--- config.mk ---
export PLATFORM = sky130hd
export DESIGN_NAME = bcd_countdown_timer
export DESIGN_NICKNAME = d
export VERILOG_FILES = /design/src/rtl/bcd_countdown_timer.sv
export SDC_FILE = /design/constraint.sdc
export NUM_CORES = 1
export LEC_CHECK = 0
export CORE_ASPECT_RATIO = 1.75
export CORE_MARGIN = 2
export CORE_UTILIZATION = 40
export DETAILED_ROUTE_END_ITERATION = 8
export PLACE_DENSITY = 0.7
export SLEW_MARGIN = 20
export SYNTH_ARGS = -nofsm -noshare
export SYNTH_HDL_FRONTEND = slang
export SYNTH_SLANG_ARGS = --single-unit
--- constraint.sdc ---
create_clock -name clk -period 2.3 [get_ports clk]
set_input_delay 0.69 -clock clk [delete_from_list [all_inputs] [get_ports clk]]
set_output_delay 0.69 -clock clk [all_outputs]
set_load 0.02 [all_outputs]
--- src/rtl/bcd_countdown_timer.sv ---
// Packed-BCD down-counter with load, start/stop control, an expiry strobe and
// an invalid-load strobe. Digit 0 occupies bits [3:0].
module bcd_countdown_timer #(
    parameter int DIGITS = 4
) (
    input  logic                clk,
    input  logic                reset_n,
    input  logic                tick,
    input  logic                load,
    input  logic [4*DIGITS-1:0] load_value,
    input  logic                start,
    input  logic                stop,
    output logic [4*DIGITS-1:0] count,
    output logic                running,
    output logic                zero,
    output logic                expired,
    output logic                load_err
);

    localparam int W = 4 * DIGITS;

    typedef enum logic [1:0] {
        IDLE  = 2'd0,
        RUN   = 2'd1,
        PAUSE = 2'd2,
        DONE  = 2'd3
    } state_t;

    state_t         state_q, state_d;
    logic [W-1:0]   count_q, count_d;
    logic           running_q, running_d;
    logic           expired_q, expired_d;
    logic           load_err_q, load_err_d;

    // True when every nibble of v is a legal BCD digit (0..9).
    function automatic logic is_bcd(input logic [W-1:0] v);
        for (int i = 0; i < DIGITS; i++) begin
            if (v[4*i +: 4] > 4'd9) return 1'b0;
        end
        return 1'b1;
    endfunction

    // Subtract one in BCD; a zero digit wraps to 9 and passes the borrow upward.
    function automatic logic [W-1:0] bcd_dec(input logic [W-1:0] v);
        logic [W-1:0] r;
        logic         borrow;
        r      = v;
        borrow = 1'b1;
        for (int i = 0; i < DIGITS; i++) begin
            if (borrow) begin
                if (v[4*i +: 4] == 4'd0) begin
                    r[4*i +: 4] = 4'd9;
                end else begin
                    r[4*i +: 4] = v[4*i +: 4] - 4'd1;
                    borrow      = 1'b0;
                end
            end
        end
        return r;
    endfunction

    logic cnt_zero;
    logic stop_ok;
    logic start_ok;
    logic tick_ok;

    assign cnt_zero = (count_q == '0);
    assign stop_ok  = stop  && (state_q == RUN);
    assign start_ok = start && ((state_q == IDLE) || (state_q == PAUSE)) && !cnt_zero;
    assign tick_ok  = tick  && (state_q == RUN) && !cnt_zero;

    // Next-state and next-count decode; load > stop > start > tick.
    always_comb begin
        state_d    = state_q;
        count_d    = count_q;
        expired_d  = 1'b0;
        load_err_d = 1'b0;
        if (load) begin
            if (is_bcd(load_value)) begin
                count_d = load_value;
                state_d = IDLE;
            end else begin
                load_err_d = 1'b1;
            end
        end else if (stop_ok) begin
            state_d = PAUSE;
        end else if (start_ok) begin
            state_d = RUN;
        end else if (tick_ok) begin
            count_d = bcd_dec(count_q);
            if (count_q == W'(1)) begin
                state_d   = DONE;
                expired_d = 1'b1;
            end
        end
        running_d = (state_d == RUN);
    end

    // State, count and strobe registers with asynchronous active-low reset.
    always_ff @(posedge clk or negedge reset_n) begin
        if (!reset_n) begin
            state_q    <= IDLE;
            count_q    <= '0;
            running_q  <= 1'b0;
            expired_q  <= 1'b0;
            load_err_q <= 1'b0;
        end else begin
            state_q    <= state_d;
            count_q    <= count_d;
            running_q  <= running_d;
            expired_q  <= expired_d;
            load_err_q <= load_err_d;
        end
    end

    assign count    = count_q;
    assign running  = running_q;
    assign zero     = cnt_zero;
    assign expired  = expired_q;
    assign load_err = load_err_q;

endmodule
==> results.toml <==
[worst_setup_path]
critical_path.top_delay_family = "simple AND/OR/NAND/NOR gates"
timing.critical_path.buf_inv = 2
max_stage_delay_ps = 410
cp_cell_sequence = "nor4_4, nand4_2, inv_1, clkdlybuf4s15_2"
worstSetupEndpointType = "output port"
critPathRequiredTime_ps = 1610
critical_path_class = "reg -> out"
start_kind = "flop"
arrival_ps = 1550
crit_fanout = 2
slowest_stage = "dfrtp_1"

[sta]
hold_violations = 0
setup_viol = 0
finalHoldWorstSlack_ps = 591.8
max_slew.worst_pin.slew_ps = 405.9
period_needed_ps = 2239
clock.fmax_mhz = 446.7
timing.final.ws_setup_ps = 61.18
worst_clock_skew_ps = 5.863
grt_setup_unrepaired = "false"
post-route-period-util = 0.9734
slew_violations = 0
slew-limit-headroom = 0.7269

[clock_network]
clkSlewWorstSetupHoldPaths_ps = 70
cts_root_buffer = "clkbuf_8"
cts_buffers = 3
cts_hold_buf = 0
clockBufferDepth = 2
cts_tree = "yes"
clk_latency_ps = 270
htreeDepth = 1
clkSinkCount = 21

[job]
cap_viol_max_count = 0

[yosys]
ys_ff_latch = 21
yosys.area.top_type_share = 0.3740
synthTopCellsByArea = "dfrtp_1 37%, nor2_1 5.1%, o21ai_0 5.0%"
yosys_warnings = 0
synth_area_um2 = 1405
synth_edf_count = 0
avgSynthCellArea_um2 = 8.673
ys_types = 46
synth_ff_type = "dfrtp_1"
yosys.area.top_type = "dfrtp_1"
syn-instance-count = 162
yosysMostFrequentCell = "dfrtp_1"
mappedNetlistNets = 184
async_reset_ff_frac = 1.000
synth_common_cells = "21 x dfrtp_1, 19 x nor2_1, 14 x o21ai_0, 12 x a21oi_1, 11 x inv_1"
yosysSeqAreaShare = 0.3740

[cells_and_area]
final_nets = 264
area_delta_synth_final_pct = 56.90
num_antenna_cells = 0
drive_gt1_frac = 0.2407
fin_util = 0.6555

[power_and_ir_drop]
leakagePower_nw = 0.9413
finalPower_mw = 1.840
peakVddDrop_v = 0.0005853
power_density_nw_per_um2 = 834.6

[floorplanning]
row_count = 28
initial_utilization = 0.4178
die_h_um = 82.41
core-area_um2 = 3363
io_pins = 42
die-area_um2 = 4021
die_x_um = 48.80

[route]
drt_iter0_markers = 44
wl_met3_um = 125
dr.pass1.iters = 4
met1_length_um = 1761
wirelength_um = 4365
met2_length_um = 2392
drc = 0
ant_nets = 0
vias = 1578
wire_per_inst_um = 15.26
top_layer_used = "met4"
via_per_inst = 5.517

[place]
pre_cts_slack_ps = -179.2
dp_hpwl_um = 3411
gp_congestion = 0.8825
numPortBuffers = 41

[global_routing]
antenna_found_initial = 0
grt_use_total = 0.2320
grt.overflow.total = 0
grt_max_degree = 22
grt_pass1_wl_um = 7155
grt_pass1_vias = 1568

[status]
status = "complete, no violations"

[min_path]
hp-class = "reg -> reg"
## power breakdown
group | internal, mW | switching (mW)
combinational | 0.502 | 0.494
sequential | 0.473 | 0.124
clock | 0.121 | 0.127
total | 1.10 | 0.744
## metal layers
layer,GRT usage,vias up
li1,-,776
met2,0.4384,37
met1,0.2563,758
met3,0.02518,7
met5,0,-
met4,0.1171,0
## sequential cells by signal, summed over array words and instances, names as in the netlist
signal,count
count,16
expired,1
load_err,1
running,1
state_q,2
## cell type report
class | count | area, µm²
Clock buffer | 3 | 41.29
Clock inverter | 1 | 5.005
Fill cell | 293 | 1159
Inverter | 11 | 41.29
Multi-Input combinational cell | 123 | 815.8
Sequential cell | 21 | 525.5
Tap cell | 45 | 56.30
Timing Repair Buffer | 82 | 719.4
## path summary, 6_finish.rpt
| kind | start | to | slack, ps | depth (start not counted) |
|---|---|---|---|---|
| worst max-delay path | count[5]$_DFFE_PN0P_ | zero | 60 | 4 |
| worst min-delay path | state_q[0]$_DFF_PN0_ | state_q[0]$_DFF_PN0_ | 590 | 2 |
| worst max register to register | count[5]$_DFFE_PN0P_ | state_q[1]$_DFF_PN0_ | 260 | 7 |
| worst min register to register | state_q[0]$_DFF_PN0_ | state_q[0]$_DFF_PN0_ | 590 | 2 |
| max in group asynchronous | reset_n | count[8]$_DFFE_PN0P_ | 1300 | 2 |
| min in group asynchronous | reset_n | count[11]$_DFFE_PN0P_ | 770 | 2 |
## cell families after synthesis
kind of cell,count (synthesis),synth area share
mux,1,0.007124
compound gates,67,0.3170
flops,21,0.3740
simple gates,55,0.2502
buf+inv,18,0.05164
## placed cells by master (no fill, tap or decap), types with 3 or more instances in the layout
master,synthesis,layout
buf_4,1,41
clkdlybuf4s50_1,0,40
dfrtp_1,21,21
nor2_1,19,19
o21ai_0,14,14
a21oi_1,12,12
inv_1,11,11
o21ai_1,10,10
nand2_1,6,6
a31oi_1,5,5
nor3_1,5,5
nor4_4,3,4
and3_1,3,3
nor4_1,3,3
a311oi_1,3,3
and2_1,3,3
a22oi_1,3,3
o21ai_2,3,3
o31ai_1,3,3
clkbuf_8,0,3
## worst register-to-register path, cell delays in order (launching register included)
cell	delay [ps]
dfrtp_1	410
nor4_4	370
buf_4	170
buf_4	110
and3_1	290
a31oi_1	120
a311oi_1	330
o21bai_1	170
## stage by stage
| stage | instance area (µm²) | std cells | TNS (ps) |
|---|---|---|---|
| floorplan | 1405 | 162 | 0 |
| global route | 2205 | 286 | 0 |
| CTS | 2196 | 286 | 0 |
| detailed placement | 2141 | 281 | -1358 |
| global placement | 2141 | 281 | -848.8 |
| finish | 2205 | 286 | 0 |
## repair_timing
item | in CTS | in global routing
setup endpoints to repair | 1 | 1
setup buffers | 1 | 0
pin swaps | 1 | 1
resized for setup | 3 | 1
hold endpoints to repair | 0 | 0
Power figures use the tool's default switching activity.
==> RTL edit, RTL diff (same settings) <==
Encoding of `state_t`: now one-hot (4 bits for 4 states).
--- a/src/rtl/bcd_countdown_timer.sv
+++ b/src/rtl/bcd_countdown_timer.sv
@@ -19,11 +19,11 @@
 
     localparam int W = 4 * DIGITS;
 
-    typedef enum logic [1:0] {
-        IDLE  = 2'd0,
-        RUN   = 2'd1,
-        PAUSE = 2'd2,
-        DONE  = 2'd3
+    typedef enum logic [3:0] {
+        IDLE  = 4'b0001,
+        RUN   = 4'b0010,
+        PAUSE = 4'b0100,
+        DONE  = 4'b1000
     } state_t;
 
     state_t         state_q, state_d;
Check against the original RTL: no difference found for any inputs over 4 cycles, from zero or initial values and one cycle with reset_n low; so few cycles prove little.
==> RTL edit against the unedited design <==
  * Clock skew is 4.2 ps lower
  * Synthesized area is 9.6% higher
  * Via count is 7.6% higher
  * Sequential cell count is 2 higher
  * Sequential share of layout area is 1.5 points higher
  * First-iteration DRC count is 9.1% lower
  * Total power is 17% higher
  * Routed wire length is 4.3% higher
  * Fmax is 1.3% higher
  * Core utilization is 3.3 points lower
  * Cell area is 3.4% higher
  * Worst setup slack better by 28 ps
  * Critical path depth stayed put
  * Highest routed layer unchanged
==> RTL edit: results (changes against the unedited design) <==
metric,value,unit,change
Leak Pwr,0.000952,uW,was 0.000941 uW
layout cell share with drive strength beyond 1,23.3,%,was 24.1%
Mapped Cells,171,,was 162
Final #Nets,268,,was 264
r2r worst-path depth,5,,was 7
area post-placement,0.00222,mm2,was 0.00214 mm2
first-pass GRT wire length,7710,um,was 7160 um
pin count of the biggest net entering global routing,27,,was 22
met3 wirelength from detailed routing,158,um,was 125 um
relative slew slack,73.7,%,was 72.7%
count of multi-input gates,132,,was 123
Detail Route met2 WL,2510,um,was 2390 um
outcome,completed,,unchanged
synthesized net count,193,,was 184
Max Freq,452,MHz,was 447 MHz
total half-perimeter wirelength after legalization and detailed placement,3610,um,was 3410 um
number of standard cells in the final layout excluding fillers,291,,was 286
leading cell types by total area after synthesis,"sky130_fd_sc_hd__dfrtp_1 (36%), sky130_fd_sc_hd__nor2_1 (4.9%), sky130_fd_sc_hd__o21ai_0 (4.5%), sky130_fd_sc_hd__a21oi_1 (4.2%), sky130_fd_sc_hd__o2bb2ai_1 (4.0%)",,"was sky130_fd_sc_hd__dfrtp_1 (37%), sky130_fd_sc_hd__nor2_1 (5.1%), sky130_fd_sc_hd__o21ai_0 (5.0%), sky130_fd_sc_hd__nor4_4 (4.5%), sky130_fd_sc_hd__a21oi_1 (4.3%)"
Peak supply drop,0.000703,V,was 0.000585 V
number of cells on the worst hold path,1,,was 2
setup slack after placement,-174,ps,was -179 ps
switching power,861,uW,was 744 uW
number of sinks on the clock net,23,,was 21
GR Layer Usage met3,2.44,%,was 2.52%
violation count after the first detailed-routing iteration,40,,was 44
Worst Skew,1.65,ps,was 5.86 ps
combinational fraction of design power,57.0,%,was 54.1%
signed area change from the synthesized netlist to the final layout,48.0,%,was 56.9%
startpoint of the most critical register-to-register path,count[9],,was count[5]
Die Outline Area,0.00438,mm2,was 0.00402 mm2
Synth Area in XOR/XNOR,0.569,%,was 0%
sequential cell area fraction in the yosys report,37.4,%,about the same
fraction of the mapped netlist area in compound gates,29.4,%,was 31.7%
count of cell types in the netlist,54,,was 46
CTS-repair resized insts,5,,was 3
overall power after layout,2160,uW,was 1840 uW
RTL edit: cell types whose count changed in the layout (fill, tap and decap cells not counted), sizes merged, moves of 3 or more:
| cell | before | now |
|---|---|---|
| o21ai | 27 | 14 |
| o22a | 1 | 7 |
| o2bb2ai | 2 | 7 |
| a31oi | 5 | 1 |
| inv | 11 | 7 |
| nor4 | 7 | 3 |
| o22ai | 1 | 5 |
| nand3 | 2 | 5 |
| nand4 | 2 | 5 |
| o31ai | 3 | 0 |
RTL edit: how the worst min path moves through the flow:
stage	from	end	slack, ps
floorplan	reset_n	count[0]	390
global placement	state_q[0]	state_q[0]	550
detailed placement	state_q[0]	state_q[0]	540
CTS	state_q[0]	state_q[0]	560
global route	state_q[0]	state_q[0]	570
finish	state_q[0]	state_q[0]	550
RTL edit: worst max-delay path, delay by kind of cell, from the launching register on:
family / cells / cell delay [ps]
AND/OR/NAND/NOR: 3 / 670
buffers and inverters: 1 / 180
flip-flops: 1 / 410
